## src/rtl/popcount_stream_if.sv

```systemverilog
// Handshake bundle for popcount_stream: the upstream word channel and the downstream result channel.
// The master modport is the traffic source/sink, and the slave modport is the counting block.
interface popcount_stream_if #(
    parameter int WIDTH    = 32,
    parameter int CNTWIDTH = $clog2(WIDTH + 1),
    parameter int ACCWIDTH = 16
);
    logic                in_valid;
    logic                in_ready;
    logic [WIDTH-1:0]    in_vec;
    logic                in_last;
    logic                out_valid;
    logic                out_ready;
    logic [CNTWIDTH-1:0] out_count;
    logic [ACCWIDTH-1:0] out_total;
    logic                out_last;
    logic                out_ovf;

    modport master (
        output in_valid, in_vec, in_last, out_ready,
        input  in_ready, out_valid, out_count, out_total, out_last, out_ovf
    );

    modport slave (
        input  in_valid, in_vec, in_last, out_ready,
        output in_ready, out_valid, out_count, out_total, out_last, out_ovf
    );
endinterface

```

## src/rtl/popcount_stream.sv

```systemverilog
// Purpose: per-word set-bit count plus a running per-frame total with a sticky overflow flag.
// Latency: 2 cycles from accept to result, 1 word/cycle; POPCOUNT_STREAM_SATURATE_EN makes the total saturate instead of wrap.
// Backpressure: a stalled output holds S2, S1 then fills, and in_ready drops; no words are lost or duplicated.
module popcount_stream #(
    parameter int WIDTH    = 32,
    parameter int CNTWIDTH = $clog2(WIDTH + 1),
    parameter int ACCWIDTH = 16
) (
    input  logic              clk,
    input  logic              rst,
    popcount_stream_if.slave  bus
);
    localparam int SUMW = ACCWIDTH + 1;

    function automatic logic [CNTWIDTH-1:0] popcnt(input logic [WIDTH-1:0] v);
        logic [CNTWIDTH-1:0] c;
        c = '0;
        for (int i = 0; i < WIDTH; i++) begin
            c = c + CNTWIDTH'(v[i]);
        end
        return c;
    endfunction

    // S1: count of the accepted word
    logic                s1_vld_q,   s1_vld_d;
    logic [CNTWIDTH-1:0] s1_cnt_q,   s1_cnt_d;
    logic                s1_last_q,  s1_last_d;

    // S2: presented result
    logic                s2_vld_q,   s2_vld_d;
    logic [CNTWIDTH-1:0] s2_cnt_q,   s2_cnt_d;
    logic [ACCWIDTH-1:0] s2_total_q, s2_total_d;
    logic                s2_last_q,  s2_last_d;
    logic                s2_ovf_q,   s2_ovf_d;

    // Frame state: total so far and whether it has already overflowed
    logic [ACCWIDTH-1:0] acc_q,      acc_d;
    logic                frm_ovf_q,  frm_ovf_d;

    logic                s2_adv;
    logic                in_ready_c;
    logic                in_acc;
    logic [SUMW-1:0]     sum;
    logic                sum_ovf;
    logic [ACCWIDTH-1:0] total_nxt;
    logic                ovf_nxt;

    // in_ready depends only on registered state, reset and out_ready, never on in_valid.
    assign s2_adv     = s1_vld_q && (!s2_vld_q || bus.out_ready);
    assign in_ready_c = !rst && (!s1_vld_q || s2_adv);
    assign in_acc     = bus.in_valid && in_ready_c;

    assign sum     = {1'b0, acc_q} + SUMW'(s1_cnt_q);
    assign sum_ovf = sum[ACCWIDTH];
    assign ovf_nxt = frm_ovf_q || sum_ovf;

`ifdef POPCOUNT_STREAM_SATURATE_EN
    assign total_nxt = sum_ovf ? {ACCWIDTH{1'b1}} : sum[ACCWIDTH-1:0];
`else
    assign total_nxt = sum[ACCWIDTH-1:0];
`endif

    always_comb begin
        s1_vld_d   = s1_vld_q;
        s1_cnt_d   = s1_cnt_q;
        s1_last_d  = s1_last_q;
        s2_vld_d   = s2_vld_q;
        s2_cnt_d   = s2_cnt_q;
        s2_total_d = s2_total_q;
        s2_last_d  = s2_last_q;
        s2_ovf_d   = s2_ovf_q;
        acc_d      = acc_q;
        frm_ovf_d  = frm_ovf_q;

        if (in_acc) begin
            s1_vld_d  = 1'b1;
            s1_cnt_d  = popcnt(bus.in_vec);
            s1_last_d = bus.in_last;
        end else if (s2_adv) begin
            s1_vld_d  = 1'b0;
        end

        if (s2_adv) begin
            s2_vld_d   = 1'b1;
            s2_cnt_d   = s1_cnt_q;
            s2_total_d = total_nxt;
            s2_last_d  = s1_last_q;
            s2_ovf_d   = ovf_nxt;
            // A closing word restarts the frame for whatever follows it.
            acc_d      = s1_last_q ? '0 : total_nxt;
            frm_ovf_d  = s1_last_q ? 1'b0 : ovf_nxt;
        end else if (bus.out_ready) begin
            s2_vld_d   = 1'b0;
        end
    end

    always_ff @(posedge clk) begin
        if (rst) begin
            s1_vld_q   <= 1'b0;
            s1_cnt_q   <= '0;
            s1_last_q  <= 1'b0;
            s2_vld_q   <= 1'b0;
            s2_cnt_q   <= '0;
            s2_total_q <= '0;
            s2_last_q  <= 1'b0;
            s2_ovf_q   <= 1'b0;
            acc_q      <= '0;
            frm_ovf_q  <= 1'b0;
        end else begin
            s1_vld_q   <= s1_vld_d;
            s1_cnt_q   <= s1_cnt_d;
            s1_last_q  <= s1_last_d;
            s2_vld_q   <= s2_vld_d;
            s2_cnt_q   <= s2_cnt_d;
            s2_total_q <= s2_total_d;
            s2_last_q  <= s2_last_d;
            s2_ovf_q   <= s2_ovf_d;
            acc_q      <= acc_d;
            frm_ovf_q  <= frm_ovf_d;
        end
    end

    assign bus.in_ready  = in_ready_c;
    assign bus.out_valid = s2_vld_q && !rst;
    assign bus.out_count = s2_cnt_q;
    assign bus.out_total = s2_total_q;
    assign bus.out_last  = s2_last_q;
    assign bus.out_ovf   = s2_ovf_q;
endmodule
```

## src/flat_wrapper.sv

```systemverilog
// flat-port wrapper written by rule: the top's interface ports become plain ports
module popcount_stream_flat 
#(
    parameter int WIDTH    = 32,
    parameter int CNTWIDTH = $clog2(WIDTH + 1),
    parameter int ACCWIDTH = 16
)
  (clk, rst, bus_in_valid, bus_in_vec, bus_in_last, bus_out_ready, bus_in_ready, bus_out_valid, bus_out_count, bus_out_total, bus_out_last, bus_out_ovf);
  popcount_stream_if #(.WIDTH(WIDTH), .CNTWIDTH(CNTWIDTH), .ACCWIDTH(ACCWIDTH)) bus_i ();
  input  logic clk;
  input  logic rst;
  input wire logic [$bits(bus_i.in_valid)-1:0] bus_in_valid;
  input wire logic [$bits(bus_i.in_vec)-1:0] bus_in_vec;
  input wire logic [$bits(bus_i.in_last)-1:0] bus_in_last;
  input wire logic [$bits(bus_i.out_ready)-1:0] bus_out_ready;
  output wire logic [$bits(bus_i.in_ready)-1:0] bus_in_ready;
  output wire logic [$bits(bus_i.out_valid)-1:0] bus_out_valid;
  output wire logic [$bits(bus_i.out_count)-1:0] bus_out_count;
  output wire logic [$bits(bus_i.out_total)-1:0] bus_out_total;
  output wire logic [$bits(bus_i.out_last)-1:0] bus_out_last;
  output wire logic [$bits(bus_i.out_ovf)-1:0] bus_out_ovf;
  assign bus_i.in_valid = bus_in_valid;
  assign bus_i.in_vec = bus_in_vec;
  assign bus_i.in_last = bus_in_last;
  assign bus_i.out_ready = bus_out_ready;
  assign bus_in_ready = bus_i.in_ready;
  assign bus_out_valid = bus_i.out_valid;
  assign bus_out_count = bus_i.out_count;
  assign bus_out_total = bus_i.out_total;
  assign bus_out_last = bus_i.out_last;
  assign bus_out_ovf = bus_i.out_ovf;
  popcount_stream #(.WIDTH(WIDTH), .CNTWIDTH(CNTWIDTH), .ACCWIDTH(ACCWIDTH)) u_core (.clk(clk), .rst(rst), .bus(bus_i));
endmodule
```

## config.mk

```make
export PLATFORM = sky130hd
export DESIGN_NAME = popcount_stream_flat
export DESIGN_NICKNAME = d
export VERILOG_FILES = /design/src/rtl/popcount_stream_if.sv /design/src/rtl/popcount_stream.sv /design/src/flat_wrapper.sv
export SDC_FILE = /design/constraint.sdc
export NUM_CORES = 1
export LEC_CHECK = 0
export CORE_UTILIZATION = 54
export CTS_BUF_LIST = sky130_fd_sc_hd__clkbuf_4 sky130_fd_sc_hd__clkbuf_8
export DETAILED_ROUTE_END_ITERATION = 16
export PLACE_DENSITY = 0.8
export SYNTH_ARGS = -nofsm -noshare
export SYNTH_HDL_FRONTEND = slang
export SYNTH_SLANG_ARGS = --single-unit
```

## constraint.sdc

```tcl
create_clock -name clk -period 5.75 [get_ports clk]
set_input_delay 0.8625 -clock clk [delete_from_list [all_inputs] [get_ports clk]]
set_output_delay 0.8625 -clock clk [all_outputs]
set_load 0.02 [all_outputs]
```

Word-level counts from Yosys, hierarchy flattened
Cells that the tools add are included.
Widths: inputs -> output; s select.
{"block": "op_classes", "n_addsub": 32, "n_mux": 6, "n_reduce_logical": 12}
{"operator": "$add 6x1->6", "count": 30}
{"operator": "$add 16x6->17", "count": 1}
{"operator": "$mux 16", "count": 1}
{"operator": "$mux 1", "count": 5}
{"operator": "$logic_and 1x1->1", "count": 4}
{"operator": "$reduce_bool 2->1", "count": 2}
{"operator": "$logic_not 1->1", "count": 3}
{"operator": "$logic_or 1x1->1", "count": 3}
{"operator": "$add 1x1->2", "count": 1}
{"block": "totals", "reg_bits": 50, "input_bits": 37, "output_inout_bits": 26, "elab_cells": 60}

Logic depth before layout (Yosys ltp)
Gate-level depths: netlist of run 1.
{"block": "depth", "depth_word": 31, "ltp_mapped": 18, "ltp_nobuf": 18}

Worst setup path before layout of run 1
OpenSTA, ideal clock, no wires.
{"block": "synth_timing", "kind": "input port to flip-flop", "startpoint": "input port bus_in_vec[0]", "endpoint": "register u_core.s1_cnt_q[4]", "setup_ns": 0.075, "arrival_ns": 5.288, "t_required_ns": 5.675, "setup_slack_ns": 0.387, "path_stages": 15, "n_path_buf": 0, "path_cell_list": "ha_1 -> inv_1 -> fa_1 -> fa_1 -> fa_1 -> fa_1 -> fa_1 -> fa_1 -> fa_1 -> fa_1 -> inv_1 -> a21o_1 -> a21oi_1 -> xor2_1 -> o21ai_0"}
{"block": "synth_via", "elab_chain_cells": 31}
{"element": "start: declaration", "line": "flat_wrapper.sv:13", "source": "input wire logic [$bits(bus_i.in_vec)-1:0] bus_in_vec;"}
{"element": "$add 1x1->2", "line": "popcount_stream.sv:19", "source": "c = c + CNTWIDTH'(v[i]);"}
{"element": "$add 6x1->6 (30 in series)", "line": "popcount_stream.sv:19"}
{"element": "end signal: assignment", "line": "popcount_stream.sv:111", "source": "s1_cnt_q <= s1_cnt_d;"}
{"element": "end: declaration", "line": "popcount_stream.sv:26", "source": "logic [CNTWIDTH-1:0] s1_cnt_q, s1_cnt_d;"}
No other way between the ends.
A chain may end at the register's enable or synchronous reset.

Worst setup path in the final report of run 1
Same ends and word-level chain as after synthesis.

==> summary.txt, run 1 <==
Outcome
  – Status: complete, no violations

Synth
  – Top cells by area, synth: dfxtp_1, fa_1, inv_1, ha_1, nand2_1
  – Seq/Total Area, Yosys: 0.320
  – Yosys reg bits: 50
  – Post-synth top cells: dfxtp_1, inv_1, nand2_1, a21oi_1
  – Fraction of the mapped netlist area in adder cells: 0.216
  – XOR/XNOR Fraction of Synth Area: 0.0420
  – Largest family of logic cells by synthesized area: adder cells
  – Synth warnings: 0
  – Syn nets: 434
  – Synth unique cells: 47
  – Top_reg_cell synth: dfxtp_1
  – Avg Synthesized Cell Area: 8.74 um2
  – Number of synthesized flops with an enable pin: 0
  – Top-count cell post-synth: dfxtp_1
  – Compound-Gate Fraction of Synth Area: 0.170
  – Post-Synth Simple-Gate Area: 0.170
  – Mux cell area share after synthesis: 0
  – Yosys top cell area share: 0.320
  – Largest area contributor in the netlist: dfxtp_1
  – Synthesized instance count: 358
  – Netlist Area Pre-Place: 0.00313 mm2
  – Post-synth ARST share: 0

Floorplanning
  – Chip height: 78.1 um
  – Die ar.: 0.00610 mm2
  – Row count: 27
  – Initial core utilization: 0.565
  – Die width: 78.1 um
  – IO Pins: 63
  – Core area: 0.00554 mm2

GRT
  – Met2 Use GR: 0.404
  – GRT overflow: 0
  – Met1 track demand over resource: 0.276
  – Busiest grt layer: met2
  – Antenna violations before repair: 0
  – Vias in the first global route: 2490
  – Largest net degree at the start of global routing: 51
  – First-pass GRT wire length: 11000 um
  – Global Route Usage Sum: 0.226
  – Met3 usage: 0.0430

CTS
  – H-Tree Depth: 2
  – Maximum clock path buffer count: 2
  – CTS buffer count: 5
  – Clk sinks: 50
  – CTS tree: done
  – Clk pin slew, worst setup/hold paths: 0.10 ns
  – Clk Latency, worst-skew pair: 0.31 ns
  – CTS root buf: clkbuf_8

Power and ir drop
  – Worst IR Drop VDD: 307 uV
  – Leakage: 1.64 nW
  – PwrDens: 372 mW/mm2

Setup path
  – Highest net fanout along the worst path: 2
  – Worst R2R Path Depth: 7
  – Reg2reg start: u_core.s1_cnt_q[0]$_SDFFE_PP0P_
  – Most used cell, CP: fa_1
  – Worst Path Required: 5.98 ns
  – Kind of critical path: primary input to flip-flop
  – Critical Path Max Stage Delay: 0.54 ns
  – Startpoint Class: primary input
  – Worst Setup SP: bus_in_vec[0]
  – Worst r2r dst: u_core.frm_ovf_q$_SDFFE_PP0P_
  – Setup crit end: u_core.s1_cnt_q[4]$_SDFFE_PP0P_
  – Crit end category: flip-flop
  – Arrival time at the worst endpoint: 5.75 ns
  – Slowest library cell on the worst path: fa_1
  – CP cell instances: clkdlybuf4s50_1, ha_1, inv_1, fa_1, fa_1, fa_1, fa_1, fa_1, fa_1, fa_2, fa_2, inv_1, a21o_1, a21oi_1, xor2_1, o21ai_0
  – R2R Setup Slk: 3.10 ns

Place
  – Routability-driven placement congestion ratio: 0.848
  – DP HPWL: 4850 um
  – Port Buffers: 62

Routing
  – DR vias/cell: 5.46
  – TritonRoute pass-1 iters: 4
  – Post-route antenna net violation count: 0
  – Via count: 2647
  – Residual DRC: 0
  – WL/cell: 13.1 um
  – Starting DRC count in detailed routing: 128
  – Final wirelength: 6370 um

Timing
  – Fin Hold WS: 0.460 ns
  – Total negative slack: 0 ns
  – Final hold vios: 0
  – Tmin final: 5.52 ns
  – Slew HR: 0.399
  – Worst Clk Skew: 0.00957 ns
  – Slew Viols, Final: 0
  – Fin crit share: 0.959
  – Fmax: 181 MHz
  – # setup viols final: 0
  – Actual slew at the worst max-slew pin: 0.901 ns

Worst hold path
  – Worst Hold Class: flip-flop to flip-flop

Finish
  – Share of layout cells above drive strength 1: 0.0581
  – Number of fill cells: 449
  – NumNets Final: 488
  – Area growth syn-to-layout: 25.2%
  – ANT cells: 0

Run
  – # Max-Cap Violations: 0
[power breakdown]
part,switching (mW),internal [mW],total [mW]
clock network,0.125,0.133,0.258
logic,0.417,0.387,0.805
registers,0.0215,0.373,0.395
[critical path, delay by kind of cell]
family / cells / cell delay, ns
buffers and inverters: 3 / 0.54
adders and majority gates: 9 / 3.89
AOI/OAI and AO/OA: 3 / 0.31
xor gates and xnor gates: 1 / 0.14
[stage by stage]
step / instances / power [mW] / setup slack, ns / cell area, um2 / utilization
floorplan: 358 / 1.00 / 0.387 / 3130 / -
global placement: 477 / 1.14 / -0.118 / 3790 / 0.685
detailed placement: 477 / 1.18 / -0.233 / 3790 / 0.685
CTS: 485 / 1.44 / 0.106 / 3910 / 0.706
global route: 485 / 1.60 / -0.00599 / 3920 / 0.707
finish: 485 / 1.46 / 0.234 / 3920 / 0.707
[cell families after synthesis]
family / Yosys count
compound gates: 78
xor+xnor: 15
fa+ha+maj: 39
buf+inv: 67
flops: 50
simple gates: 109
[timing repair]
| action | 4_1_cts | 5_1_grt |
|---|---|---|
| hold buffers | 0 | 0 |
| endpoints found under the hold margin | 0 | 0 |
| buffers inserted | 0 | 0 |
| resized for setup | 0 | 3 |
| endpoints found under the setup margin | 0 | 2 |
[final cells by class]
cell class	count	area, um2	area share
flip-flops and latches	50	1000	0.256
multi-input cells	241	1880	0.480
repair buffers	65	643	0.164
clock inverters	3	48.8	0.0125
well taps	72	90.1	0.0230
clock buffers	5	68.8	0.0176
inverters	49	184	0.0470
[flip-flops by register name (all words and copies together), names as in the netlist]
register / count
u_core.s1_cnt_q: 6
u_core.s1_last_q: 1
u_core.acc_q: 16
u_core.frm_ovf_q: 1
u_core.s1_vld_q: 1
u_core.s2_vld_q: 1
u_core.bus.out_last: 1
u_core.bus.out_total: 16
u_core.bus.out_ovf: 1
u_core.bus.out_count: 6
[layout by cell type (no fill, tap or decap), drive strengths merged, types with 4 or more instances in the layout]
master	synthesis	routed
clkdlybuf4s50	0	62
dfxtp	50	50
inv	49	50
nand2	38	38
a21oi	26	26
nor2	26	26
fa	25	25
ha	14	14
a211oi	11	11
nand3	9	9
xnor2	9	9
o21ai	9	9
a21o	7	7
or4	7	7
and3	7	7
xor2	6	6
nor3	6	6
clkbuf	15	5
nor2b	5	5
o211ai	4	4
[per-layer routing]
metal / share of wire / vias to the layer above
li1: - / 1312
met1: 0.43 / 1253
met4: 0.015 / 0
met2: 0.51 / 72
met3: 0.043 / 10
met5: 0 / -
[worst min-delay path by stage]
stage | endpoint | slack, ns | cells past startpoint | from
2_1_floorplan | u_core.acc_q[5]$_SDFFE_PP0P_ | 0.44 | 2 | u_core.acc_q[5]$_SDFFE_PP0P_
3_3_place_gp | u_core.bus.out_total[6]$_SDFFE_PP0P_ | 0.44 | 2 | u_core.bus.out_total[6]$_SDFFE_PP0P_
3_5_place_dp | u_core.bus.out_total[4]$_SDFFE_PP0P_ | 0.45 | 2 | u_core.bus.out_total[4]$_SDFFE_PP0P_
6_report | u_core.bus.out_total[0]$_SDFFE_PP0P_ | 0.46 | 2 | u_core.bus.out_total[0]$_SDFFE_PP0P_
5_1_grt | u_core.bus.out_total[4]$_SDFFE_PP0P_ | 0.47 | 2 | u_core.bus.out_total[4]$_SDFFE_PP0P_
4_1_cts | u_core.bus.out_total[4]$_SDFFE_PP0P_ | 0.46 | 2 | u_core.bus.out_total[4]$_SDFFE_PP0P_
Power figures use the tool's default switching activity.
==> run 2, diff against run 1 <==
Settings changed: HOLD_SLACK_MARGIN from default to 0.05.
==> results of run 2 <==
Final layout, timing and power as in run 1 (identical DEF).
